$ cat src/rtl/serial_link_pkg.sv
// Shared constants and state type for both ends of the push-button serial link.
// The receiver imports the same header constants so both ends agree on framing.
package serial_link_pkg;

    typedef enum logic [1:0] {
        IDLE    = 2'd0,
        HEADER  = 2'd1,
        PAYLOAD = 2'd2,
        DONE    = 2'd3
    } tx_state_t;

    localparam int         HDR_LEN_DEF  = 4;
    localparam logic [3:0] HDR_PAT_DEF  = 4'b1101;
    localparam int         PAY_LEN_DEF  = 10;
    localparam logic       IDLE_LVL_DEF = 1'b0;

    function automatic int max_int(input int a, input int b);
        return (a > b) ? a : b;
    endfunction

endpackage

$ cat src/rtl/tx_shift_reg.sv
// Parallel-load, shift-left payload register; the MSB is the next bit to send.
module tx_shift_reg #(
    parameter int WIDTH = 10
) (
    input  logic             clk,
    input  logic             rst,
    input  logic             load,
    input  logic             shift_en,
    input  logic [WIDTH-1:0] d,
    output logic             msb
);

    logic [WIDTH-1:0] shreg_q;
    logic [WIDTH-1:0] shreg_d;

    // Load has priority over shift; zeros fill from the LSB side.
    always_comb begin
        shreg_d = shreg_q;
        if (load) begin
            shreg_d = d;
        end else if (shift_en) begin
            shreg_d = {shreg_q[WIDTH-2:0], 1'b0};
        end
    end

    // Register state with asynchronous clear.
    always_ff @(posedge clk or posedge rst) begin
        if (rst) begin
            shreg_q <= '0;
        end else begin
            shreg_q <= shreg_d;
        end
    end

    assign msb = shreg_q[WIDTH-1];

endmodule

$ cat src/rtl/serial_frame_tx.sv
// Frame transmitter: header pattern then payload, one bit per clk_EN strobe.
// All outputs are registered so the receiver sees glitch-free levels.
module serial_frame_tx
    import serial_link_pkg::*;
#(
    parameter int                  HDR_LEN  = HDR_LEN_DEF,
    parameter logic [HDR_LEN-1:0]  HDR_PAT  = HDR_LEN'(HDR_PAT_DEF),
    parameter int                  PAY_LEN  = PAY_LEN_DEF,
    parameter logic                IDLE_LVL = IDLE_LVL_DEF
) (
    input  logic               clk,
    input  logic               rst,
    input  logic               clk_EN,
    input  logic               start,
    input  logic [PAY_LEN-1:0] data_in,
    output logic               ser_out,
    output logic               busy,
    output logic               done,
    output logic [3:0]         bit_idx
);

    localparam int CNT_W = $clog2(max_int(HDR_LEN, PAY_LEN));
    localparam int IDX_W = 6;

    tx_state_t         state_q, state_d;
    logic [CNT_W-1:0]  cnt_q, cnt_d;
    logic              ser_q, ser_d;
    logic              busy_q, busy_d;
    logic              done_q, done_d;
    logic [3:0]        bit_idx_q, bit_idx_d;
    logic [IDX_W-1:0]  idx_sum;
    logic [HDR_LEN-1:0] hdr_word;
    logic              load;
    logic              shift_en;
    logic              sh_msb;

    tx_shift_reg #(
        .WIDTH (PAY_LEN)
    ) u_shreg (
        .clk      (clk),
        .rst      (rst),
        .load     (load),
        .shift_en (shift_en),
        .d        (data_in),
        .msb      (sh_msb)
    );

    // Next-state, counter and serial-bit selection.
    always_comb begin
        state_d  = state_q;
        cnt_d    = cnt_q;
        ser_d    = ser_q;
        busy_d   = busy_q;
        done_d   = 1'b0;
        load     = 1'b0;
        shift_en = 1'b0;
        // Header bit HDR_LEN-2-cnt lands in the MSB after shifting by cnt+1.
        hdr_word = HDR_PAT << (cnt_q + 1'b1);
        unique case (state_q)
            IDLE: begin
                ser_d  = IDLE_LVL;
                busy_d = 1'b0;
                // clk_EN in the acceptance cycle is deliberately ignored.
                if (start) begin
                    load    = 1'b1;
                    cnt_d   = '0;
                    ser_d   = HDR_PAT[HDR_LEN-1];
                    busy_d  = 1'b1;
                    state_d = HEADER;
                end
            end
            HEADER: begin
                if (clk_EN) begin
                    if (cnt_q < CNT_W'(HDR_LEN - 1)) begin
                        cnt_d = cnt_q + 1'b1;
                        ser_d = hdr_word[HDR_LEN-1];
                    end else begin
                        cnt_d    = '0;
                        ser_d    = sh_msb;
                        shift_en = 1'b1;
                        state_d  = PAYLOAD;
                    end
                end
            end
            PAYLOAD: begin
                if (clk_EN) begin
                    if (cnt_q < CNT_W'(PAY_LEN - 1)) begin
                        cnt_d    = cnt_q + 1'b1;
                        ser_d    = sh_msb;
                        shift_en = 1'b1;
                    end else begin
                        cnt_d   = '0;
                        ser_d   = IDLE_LVL;
                        busy_d  = 1'b0;
                        done_d  = 1'b1;
                        state_d = DONE;
                    end
                end
            end
            DONE: begin
                ser_d   = IDLE_LVL;
                busy_d  = 1'b0;
                state_d = IDLE;
            end
            default: begin
                state_d = IDLE;
            end
        endcase
    end

    // Debug index follows the state being entered, saturating at 15.
    always_comb begin
        idx_sum = '0;
        unique case (state_d)
            HEADER:  idx_sum = IDX_W'(cnt_d);
            PAYLOAD: idx_sum = IDX_W'(HDR_LEN) + IDX_W'(cnt_d);
            default: idx_sum = '0;
        endcase
        bit_idx_d = (idx_sum > IDX_W'(15)) ? 4'd15 : idx_sum[3:0];
    end

    // State and output registers; reset aborts any frame without a done pulse.
    always_ff @(posedge clk or posedge rst) begin
        if (rst) begin
            state_q   <= IDLE;
            cnt_q     <= '0;
            ser_q     <= IDLE_LVL;
            busy_q    <= 1'b0;
            done_q    <= 1'b0;
            bit_idx_q <= 4'd0;
        end else begin
            state_q   <= state_d;
            cnt_q     <= cnt_d;
            ser_q     <= ser_d;
            busy_q    <= busy_d;
            done_q    <= done_d;
            bit_idx_q <= bit_idx_d;
        end
    end

    assign ser_out = ser_q;
    assign busy    = busy_q;
    assign done    = done_q;
    assign bit_idx = bit_idx_q;

endmodule

$ cat config.mk
export PLATFORM = sky130hd
export DESIGN_NAME = serial_frame_tx
export DESIGN_NICKNAME = d
export VERILOG_FILES = /design/src/rtl/serial_link_pkg.sv /design/src/rtl/tx_shift_reg.sv /design/src/rtl/serial_frame_tx.sv
export SDC_FILE = /design/constraint.sdc
export NUM_CORES = 1
export LEC_CHECK = 0
export CAP_MARGIN = 30
export CELL_PAD_IN_SITES_DETAIL_PLACEMENT = 1
export CELL_PAD_IN_SITES_GLOBAL_PLACEMENT = 1
export CORE_ASPECT_RATIO = 0.6
export CORE_UTILIZATION = 45
export CTS_BUF_LIST = sky130_fd_sc_hd__clkbuf_4 sky130_fd_sc_hd__clkbuf_8
export DETAILED_ROUTE_END_ITERATION = 6
export DONT_BUFFER_PORTS = 1
export PLACE_DENSITY = 0.78
export SYNTH_ARGS = -nofsm -noshare
export SYNTH_HDL_FRONTEND = slang
export SYNTH_SLANG_ARGS = --single-unit
$ cat constraint.sdc
create_clock -name clk -period 2.7 [get_ports clk]
set_input_delay 0.54 -clock clk [delete_from_list [all_inputs] [get_ports clk]]
set_output_delay 0.54 -clock clk [all_outputs]
set_load 0.1 [all_outputs]
==> results of run 1 <==
routing by layer:
metal / vias to the layer above / part of all wire [%]
met5: - / 0
met2: 24 / 43
met4: 0 / 0
met1: 540 / 53
li1: 519 / -
met3: 0 / 4.1
critical path, cell delays in order, from the launching register on:
cell and delay, ns:
dfrtp_1 0.44, ha_2 0.26, o31ai_4 0.28, a21oi_2 0.15
nor2_2 0.18, o22ai_2 0.11, ha_1 0.33, or2b_2 0.30
or4_1 0.40, o221ai_1 0.08
where the power goes:
group / leakage (nW) / internal (mW) / total, mW / switching (mW)
clock network: 0.0262 / 0.115 / 0.229 / 0.114
logic: 0.406 / 0.286 / 0.620 / 0.334
registers: 0.297 / 0.456 / 0.727 / 0.271
registers in the layout, indices dropped and copies added, names as in the netlist:
signal and cells:
state_q 2, u_shreg.shreg_q 10, bit_idx 4, cnt_q 4
ser_out 1, busy 1, done 1
final cells by class:
type | count | area, um^2 | area share [%]
flip-flops and latches | 23 | 576 | 37.2
clock buffers | 4 | 48.8 | 3.15
multi-input cells | 95 | 782 | 50.5
repair buffers | 6 | 45.0 | 2.91
inverters | 12 | 45.0 | 2.91
well taps | 42 | 52.6 | 3.39
kinds of logic after synthesis:
logic type | Yosys count | synth area share (%)
buffers and inverters | 18 | 6.58
AND/OR/NAND/NOR | 42 | 18.3
adder cells (fa/ha/maj) | 8 | 7.02
flip-flops | 23 | 40.4
AO/OA/AOI/OAI | 45 | 27.7
worst paths after layout:
kind / from / end / depth (start not counted)
hold reg to reg: u_shreg.shreg_q[0] / u_shreg.shreg_q[0] / 1
min in group clk: start / busy / 2
hold / removal: rst / u_shreg.shreg_q[5] / 1
setup / recovery: cnt_q[0] / bit_idx[3] / 9
max in group asynchronous: rst / bit_idx[1] / 1
setup reg to reg: cnt_q[0] / bit_idx[3] / 9
layout by cell type, fill, tap and decap left out, types with 2 or more instances in the layout:
master,n
dfrtp_1,23
inv_1,11
nand2_1,9
a221o_1,9
and3_1,7
ha_1,7
a21oi_1,6
buf_4,6
nor2_1,5
nand2b_4,3
a21oi_2,3
o21ai_0,3
nor3_1,3
clkbuf_8,3
nor4_1,2
or2b_2,2
o22a_2,2
a21o_1,2
o22a_1,2
and3_2,2
nand3_1,2
timing repair:
item                                   in CTS  in global routing
setup endpoints to repair                   0                  1
endpoints found under the hold margin       0                  0
gates resized for setup                     0                  6
buffers inserted                            0                  0
==> results_dict.tcl, run 1 <==
set metrics [dict create \
    stdcell_count 182 \
    netlist.area_leader.share_pct 40.4 \
    vdd_ir_drop_max_mv 0.587 \
    globalRouteTotalUtil_pct 23.8 \
    numClockSinks 23 \
    layout.filler_cells 340 \
    vias 1083 \
    yosys.cell_count.top_type "dfrtp_1" \
    cap_violations 0 \
    route.detailed.drc 0 \
    synth.avg_cell_area_um2 10.5 \
    placement.setup.worst_slack_ns 0.0926 \
    grt_pass1_wl_um 5840 \
    die_width_um 74.7 \
    synth_common_cells "23 x dfrtp_1, 11 x inv_1, 9 x a221o_1, 9 x nand2_1, 8 x ha_1" \
    tritoncts_buffers 3 \
    fin_area_mm2 0.00155 \
    clock_path_buffers 2 \
    layout-drive-gt1-share_pct 25.7 \
    wire_per_inst_um 19.2 \
    drv_slew 0 \
    ctsRootBufferMaster "clkbuf_8" \
    placedCellCount 178 \
    place_hpwl_um 2600 \
    final_critical_path_setup_slack_ns 0.110 \
    detail-route-antenna-nets 0 \
    synth_nets 158 \
    netlist_top_cells_area "dfrtp_1 40%, ha_1 7.0%, a221o_1 6.3%" \
    cts_htree_levels 1 \
    final.min_clock_period_ns 2.59 \
    drt_iter0_markers 61 \
    grt_overflow_total 0 \
    start_util_pct 48.4 \
    internal_reg_to_reg_setup_slack_ns 0.11 \
    yosys_most_used_dff "dfrtp_1" \
    run_status "completed" \
    port_buffers 0 \
    worst_setup_hold_path_clk_slew_ns 0.09 \
    layout.core_utilization_pct 52.6 \
    globalRouteMet1Util_pct 37.1 \
    seq_area_frac_synth_pct 40.4 \
    flow.area_growth_from_synthesis_pct 8.69 \
    first_global_vias 1085 \
    n_antenna_cell 0 \
    groute.layer.met2.usage_pct 32.6 \
    clock_tree_from_tritoncts "built" \
    synth.ff_latch_count 23 \
    io-pin-count 21 \
    gpl.final_weighted_congestion 0.820 \
    grt_start_max_net_pins 24 \
    antenna_violations_before_repair 0 \
    fin_worst_skew_ns 0.00637 \
    final-setup-viol-count 0 \
    synth_enable_flop_cells 0 \
    post_dp_cell_area_mm2 0.00147 \
    synth_cells 136 \
    core_area_mm2 0.00295 \
    post-route-period-util_pct 95.9 \
    crit_type "reg2reg" \
    critical_path.max_fanout 6 \
    ys_warn_count 0 \
    power.density_cell_area_mw_per_mm2 1020 \
    timing.hold.ws_ns 0.350 \
    mappedNetlistArea_mm2 0.00143 \
    postSynth.asyncResetShare_pct 100 \
    routed_wl_um 3490 \
    arrival_worst_endpoint_ns 2.78 \
    setup.worst_path.end_class "register" \
    worst_ep_required_time_ns 2.89 \
    worst_hold_path_type "in2async" \
    finalHoldViolCount 0 \
    floorplan.die_area_mm2 0.00340 \
    timing.setup.tns_ns 0 \
    drt_first_pass_iters 4 \
    relSlewSlack_pct 40.1 \
    totalPowerFinal_mw 1.58 \
    timing_worst_slew_pin_value_ns 0.897 \
    top_usage_layer "met1" \
    cell_leakage_power_nw 0.729 \
    design.final.nets 163 \
    crit_path_start_kind "register" \
    post_cts_hold_buffer_count 0 \
    number_of_cell_rows 15 \
    die_h_um 45.6 \
    fmaxAchievable_ghz 0.386 \
    synth_area_leader_cell "dfrtp_1" \
    detail_route.vias_per_cell 5.95 \
    worst_skew_pair.late_latency_ns 0.27 \
    yosys.cell_types.count 46 \
    grt_util_met3_pct 6.86 \
]
Power figures use the tool's default switching activity.
==> inputs of run 2 (changes only) <==
--- a/config.mk
+++ b/config.mk
@@ -15,4 +15,5 @@
 export DONT_BUFFER_PORTS = 1
 export PLACE_DENSITY = 0.78
+export SETUP_SLACK_MARGIN = 0.02
 export SYNTH_ARGS = -nofsm -noshare
 export SYNTH_HDL_FRONTEND = slang
==> constraint.sdc (replaced) <==
create_clock -name clk -period 2.7 [get_ports clk]
set_input_delay 0.54 -clock clk [delete_from_list [all_inputs] [get_ports clk]]
set_output_delay 0.54 -clock clk [all_outputs]
set_load 0.02 [all_outputs]
==> results_dict.tcl, run 2 (synthesis results as in run 1) <==
set metrics [dict create \
    flow.area_growth_from_synthesis_pct 10.4 \
    detail-route-antenna-nets 0 \
    timing_worst_slew_pin_value_ns 0.920 \
    die_width_um 74.7 \
    cp.depth 11 \
    final_cell_mix "20 x dfrtp_1, 11 x inv_1, 9 x nand2_1, 9 x a221o_1, 7 x and3_1" \
    grt_setup_unrepaired "no" \
    drt_first_pass_iters 4 \
    gpl.final_weighted_congestion 0.820 \
    detail_route.vias_per_cell 5.98 \
    drt_iter0_markers 65 \
    floorplan.die_area_mm2 0.00340 \
    critical_path.startpoint "cnt_q[1]" \
    die_h_um 45.6 \
    run_status "completed" \
    worst_setup_hold_path_clk_slew_ns 0.09 \
    post_cts_hold_buffer_count 0 \
    post_cts_resized 0 \
    n_antenna_cell 0 \
    ctsRootBufferMaster "clkbuf_8" \
    cts_htree_levels 1 \
    first_global_vias 1085 \
    port_buffers 0 \
    crit_type "reg2reg" \
    relSlewSlack_pct 38.6 \
    tritoncts_buffers 3 \
    io-pin-count 21 \
    number_of_cell_rows 15 \
    cap_violations 0 \
    routed_wl_um 3690 \
    globalRouteTotalUtil_pct 23.8 \
    grt_overflow_total 0 \
    place_hpwl_um 2600 \
    worstPathBufferInverterCount 1 \
    antenna_violations_before_repair 0 \
    power.density_cell_area_mw_per_mm2 931 \
    layout.cells.most_common "dfrtp_1" \
    fmaxAchievable_ghz 0.389 \
    cp_cell_sequence "inv_1, ha_2, nand2b_4, and2_4, a31oi_2, nor2_2, o22ai_2, ha_1, or2b_2, or4_1, o221ai_1" \
    timing.reg2reg.worst_path_depth 11 \
    fin_area_mm2 0.00157 \
    drv_slew 0 \
    placedCellCount 178 \
    final.min_clock_period_ns 2.57 \
    critical_path.max_fanout 4 \
    grt_start_max_net_pins 24 \
    vdd_ir_drop_max_mv 0.587 \
    clock_tree_from_tritoncts "built" \
    post-route-period-util_pct 95.2 \
    max_flop_register "u_shreg.shreg_q" \
    crit_path_top_delay_cell "dfrtp_2" \
    final-setup-viol-count 0 \
    design.final.nets 163 \
    worst_skew_pair.late_latency_ns 0.27 \
    setup.worst_path.end_class "register" \
    worst_ep_required_time_ns 2.89 \
    cell_leakage_power_nw 0.727 \
    grt_pass1_wl_um 5840 \
    cpPeakStageDelay_ns 0.45 \
    critical_path.reg2reg.startpoint "cnt_q[1]" \
    core_area_mm2 0.00295 \
    stdcell_count 182 \
    crit_path_start_kind "register" \
    arrival_worst_endpoint_ns 2.76 \
    worst_hold_path_type "in2async" \
    route.detailed.drc 0 \
    timing.setup.tns_ns 0 \
    postCtsSetupBuffers 0 \
    r2r-end "bit_idx[3]" \
    largest_register_ff_count 10 \
    vias 1089 \
    layout.filler_cells 336 \
    worst_setup_path_endpoint "bit_idx[3]" \
    layout-drive-gt1-share_pct 28.6 \
    timing.critical_path.max_delay_family "simple AND/OR/NAND/NOR gates" \
    internal_reg_to_reg_setup_slack_ns 0.13 \
    numClockSinks 23 \
    start_util_pct 48.4 \
    wire_per_inst_um 20.3 \
    fin_worst_skew_ns 0.00376 \
    clock_path_buffers 2 \
    post_dp_cell_area_mm2 0.00147 \
    finalHoldViolCount 0 \
]
-- run 2: how the worst min path moves through the flow --
stage                                   from            endpoint
final                                    rst                busy
after global placement    u_shreg.shreg_q[0]  u_shreg.shreg_q[0]
after CTS                                rst          bit_idx[0]
after global routing                   start                busy
after floorplan           u_shreg.shreg_q[0]  u_shreg.shreg_q[0]
after detailed placement  u_shreg.shreg_q[0]  u_shreg.shreg_q[0]
-- run 2: report_power, final --
group | internal [mW] | switching [mW]
registers | 0.464 | 0.127
clock network | 0.116 | 0.117
logic | 0.296 | 0.345
total | 0.875 | 0.589
-- run 2: layout make-up --
class	instances	area (um^2)	share of cell area, %
Sequential cell	23	579	36.8
Tap cell	42	52.6	3.34
Timing Repair Buffer	6	45.0	2.86
Clock buffer	4	48.8	3.10
Multi-Input combinational cell	95	802	51.0
Inverter	12	45.0	2.86
-- run 2: worst reg2reg max path, delay by kind of cell, from the launching register on --
| kind | cells | cell delay (ns) |
|---|---|---|
| flip-flops | 1 | 0.45 |
| adder cells (fa/ha/maj) | 2 | 0.48 |
| AND/OR/NAND/NOR | 5 | 1.03 |
| AO/OA/AOI/OAI | 3 | 0.44 |
| buffers and inverters | 1 | 0.09 |
-- run 2: routing by layer --
layer	track usage (%)	wire, um
met1	37.1	1970
met2	32.6	1590
met3	6.86	135
met4	3.40	0
met5	0	0
-- run 2: stage by stage --
step / power [mW] / worst slack [ns] / utilization (%) / hold slack [ns]
after floorplan: 1.04 / 0.209 / - / 0.466
after global placement: 1.15 / 0.176 / 50.0 / 0.479
after detailed placement: 1.18 / 0.0926 / 50.0 / 0.487
after CTS: 1.41 / 0.0375 / 51.7 / 0.385
after global routing: 1.57 / 0.0198 / 53.4 / 0.414
final: 1.46 / 0.130 / 53.4 / 0.359
==> inputs of run 3 (changes only) <==
Settings changed: CORE_UTILIZATION 45 to 40, PLACE_DENSITY 0.78 to 0.71, SLEW_MARGIN set to 20.
==> results_dict.tcl, run 3 (synthesis results as in run 1) <==
set metrics [dict create \
    regArea_um2 578 \
    critical_path.startpoint "cnt_q[1]" \
    fin_worst_skew_ns 0.00131 \
    layout.cells.most_common "dfrtp_1" \
    grt_pass1_wl_um 5860 \
    cp.depth 11 \
    crit_type "reg2reg" \
    final.min_clock_period_ns 2.61 \
    clock_path_buffers 2 \
    power.density_cell_area_mw_per_mm2 940 \
    fin_area_mm2 0.00163 \
    internal_reg_to_reg_setup_slack_ns 0.09 \
    multi_input_comb_area_um2 798 \
    floorplan.die_area_mm2 0.00381 \
    io-pin-count 21 \
    start_util_pct 42.9 \
    drt_iter0_markers 78 \
    critical_path.reg2reg.startpoint "cnt_q[1]" \
    design.final.nets 168 \
    core_area_mm2 0.00332 \
    die_width_um 79.1 \
    relSlewSlack_pct 59.5 \
    antenna_violations_before_repair 0 \
    route.detailed.drc 0 \
    timing.hold.ws_ns 0.0799 \
    n_antenna_cell 0 \
    numClockSinks 23 \
    worst_setup_path_endpoint "bit_idx[3]" \
    worst_skew_pair.late_latency_ns 0.27 \
    timing_worst_slew_pin_value_ns 0.607 \
    crit_path_top_delay_cell "dfrtp_1" \
    cpPeakStageDelay_ns 0.43 \
    cts_htree_levels 1 \
    layout.core_utilization_pct 48.9 \
    finalHoldViolCount 0 \
    port_buffers 0 \
    drv_slew 0 \
    vias 1121 \
    run_status "completed" \
    globalRouteTotalUtil_pct 21.0 \
    clock_tree_from_tritoncts "built" \
    arrival_worst_endpoint_ns 2.79 \
    timing.critical_path.max_delay_family "simple AND/OR/NAND/NOR gates" \
    layout.filler_cells 374 \
    grt_start_max_net_pins 24 \
    place_hpwl_um 2720 \
    worstPathBufferInverterCount 1 \
    critical_path.max_fanout 4 \
    wire_per_inst_um 19.8 \
    detail-route-antenna-nets 0 \
    post-route-period-util_pct 96.8 \
    cp_cell_sequence "inv_1, ha_2, nand2b_4, and2_4, a31oi_1, nor2_1, o22ai_2, ha_4, or2b_2, or4_1, o221ai_1" \
    cell_leakage_power_nw 0.752 \
    gpl.final_weighted_congestion 0.768 \
    final-setup-viol-count 0 \
    crit_path_start_kind "register" \
    setup.worst_path.end_class "register" \
    stdcell_count 190 \
    worst_hold_path_type "in2async" \
    die_h_um 48.2 \
    grt_overflow_total 0 \
    layout-drive-gt1-share_pct 31.7 \
    r2r-end "bit_idx[3]" \
    detail_route.vias_per_cell 5.90 \
    final_cell_mix "21 x dfrtp_1, 11 x inv_1, 10 x buf_4, 9 x nand2_1, 9 x a221o_1" \
    cap_violations 0 \
    drt_first_pass_iters 4 \
    worst_ep_required_time_ns 2.88 \
    placedCellCount 184 \
    max_flop_register "u_shreg.shreg_q" \
    number_of_cell_rows 16 \
    tritoncts_buffers 3 \
    routed_wl_um 3760 \
    vdd_ir_drop_max_mv 0.463 \
    worst_setup_hold_path_clk_slew_ns 0.08 \
    post_dp_cell_area_mm2 0.00150 \
    timing.reg2reg.worst_path_depth 11 \
    fmaxAchievable_ghz 0.383 \
    largest_register_ff_count 10 \
    ctsRootBufferMaster "clkbuf_8" \
    flow.area_growth_from_synthesis_pct 14.1 \
    first_global_vias 1100 \
    timing.setup.tns_ns 0 \
]
## run 3: where the power goes
part	leakage (nW)	internal, mW	switching (mW)
registers	0.295	0.463	0.121
logic	0.432	0.344	0.382
clock network	0.0255	0.103	0.116
## run 3: per-stage QoR
step           total power [mW]  setup WS (ns)
2_1_floorplan              1.04          0.209
3_3_place_gp               1.18          0.186
3_5_place_dp               1.22         0.0700
4_1_cts                    1.45         0.0410
5_1_grt                    1.64        -0.0137
6_report                   1.53         0.0868
## run 3: final cells by class
| type | count | share of cell area, % |
|---|---|---|
| multi-input cells | 95 | 49.1 |
| inverters | 12 | 2.77 |
| clock buffers | 3 | 2.54 |
| well taps | 45 | 3.46 |
| clock inverters | 1 | 0.308 |
| repair buffers | 11 | 6.31 |
| flip-flops and latches | 23 | 35.5 |
## run 3: how the worst min path moves through the flow
stage | end | slack [ns] | cells past startpoint
global placement | u_shreg.shreg_q[0] | 0.48 | 1
finish | busy | 0.08 | 1
detailed placement | u_shreg.shreg_q[0] | 0.48 | 1
floorplan | u_shreg.shreg_q[0] | 0.47 | 1
CTS | bit_idx[0] | 0.38 | 1
global route | done | 0.08 | 1
## run 3: what timing repair did
item                       CTS  global route
resized for setup            2            10
hold buffers                 0             0
setup endpoints to repair    1             1
pin swaps                    0             2
buffers inserted             0             1
## run 3: worst reg2reg max path: stages, from the launching register on
cell,delay (ns)
dfrtp_1,0.43
inv_1,0.10
ha_2,0.21
nand2b_4,0.07
and2_4,0.19
a31oi_1,0.17
nor2_1,0.10
o22ai_2,0.21
ha_4,0.25
or2b_2,0.30
or4_1,0.42
o221ai_1,0.09
## run 3: routing by layer
layer,GRT usage [%],vias to the layer above,share of wire [%]
li1,-,532,-
met1,30.1,567,52
met2,34.3,18,44
met3,4.30,4,2.6
met4,2.18,0,1.2
met5,0,-,0
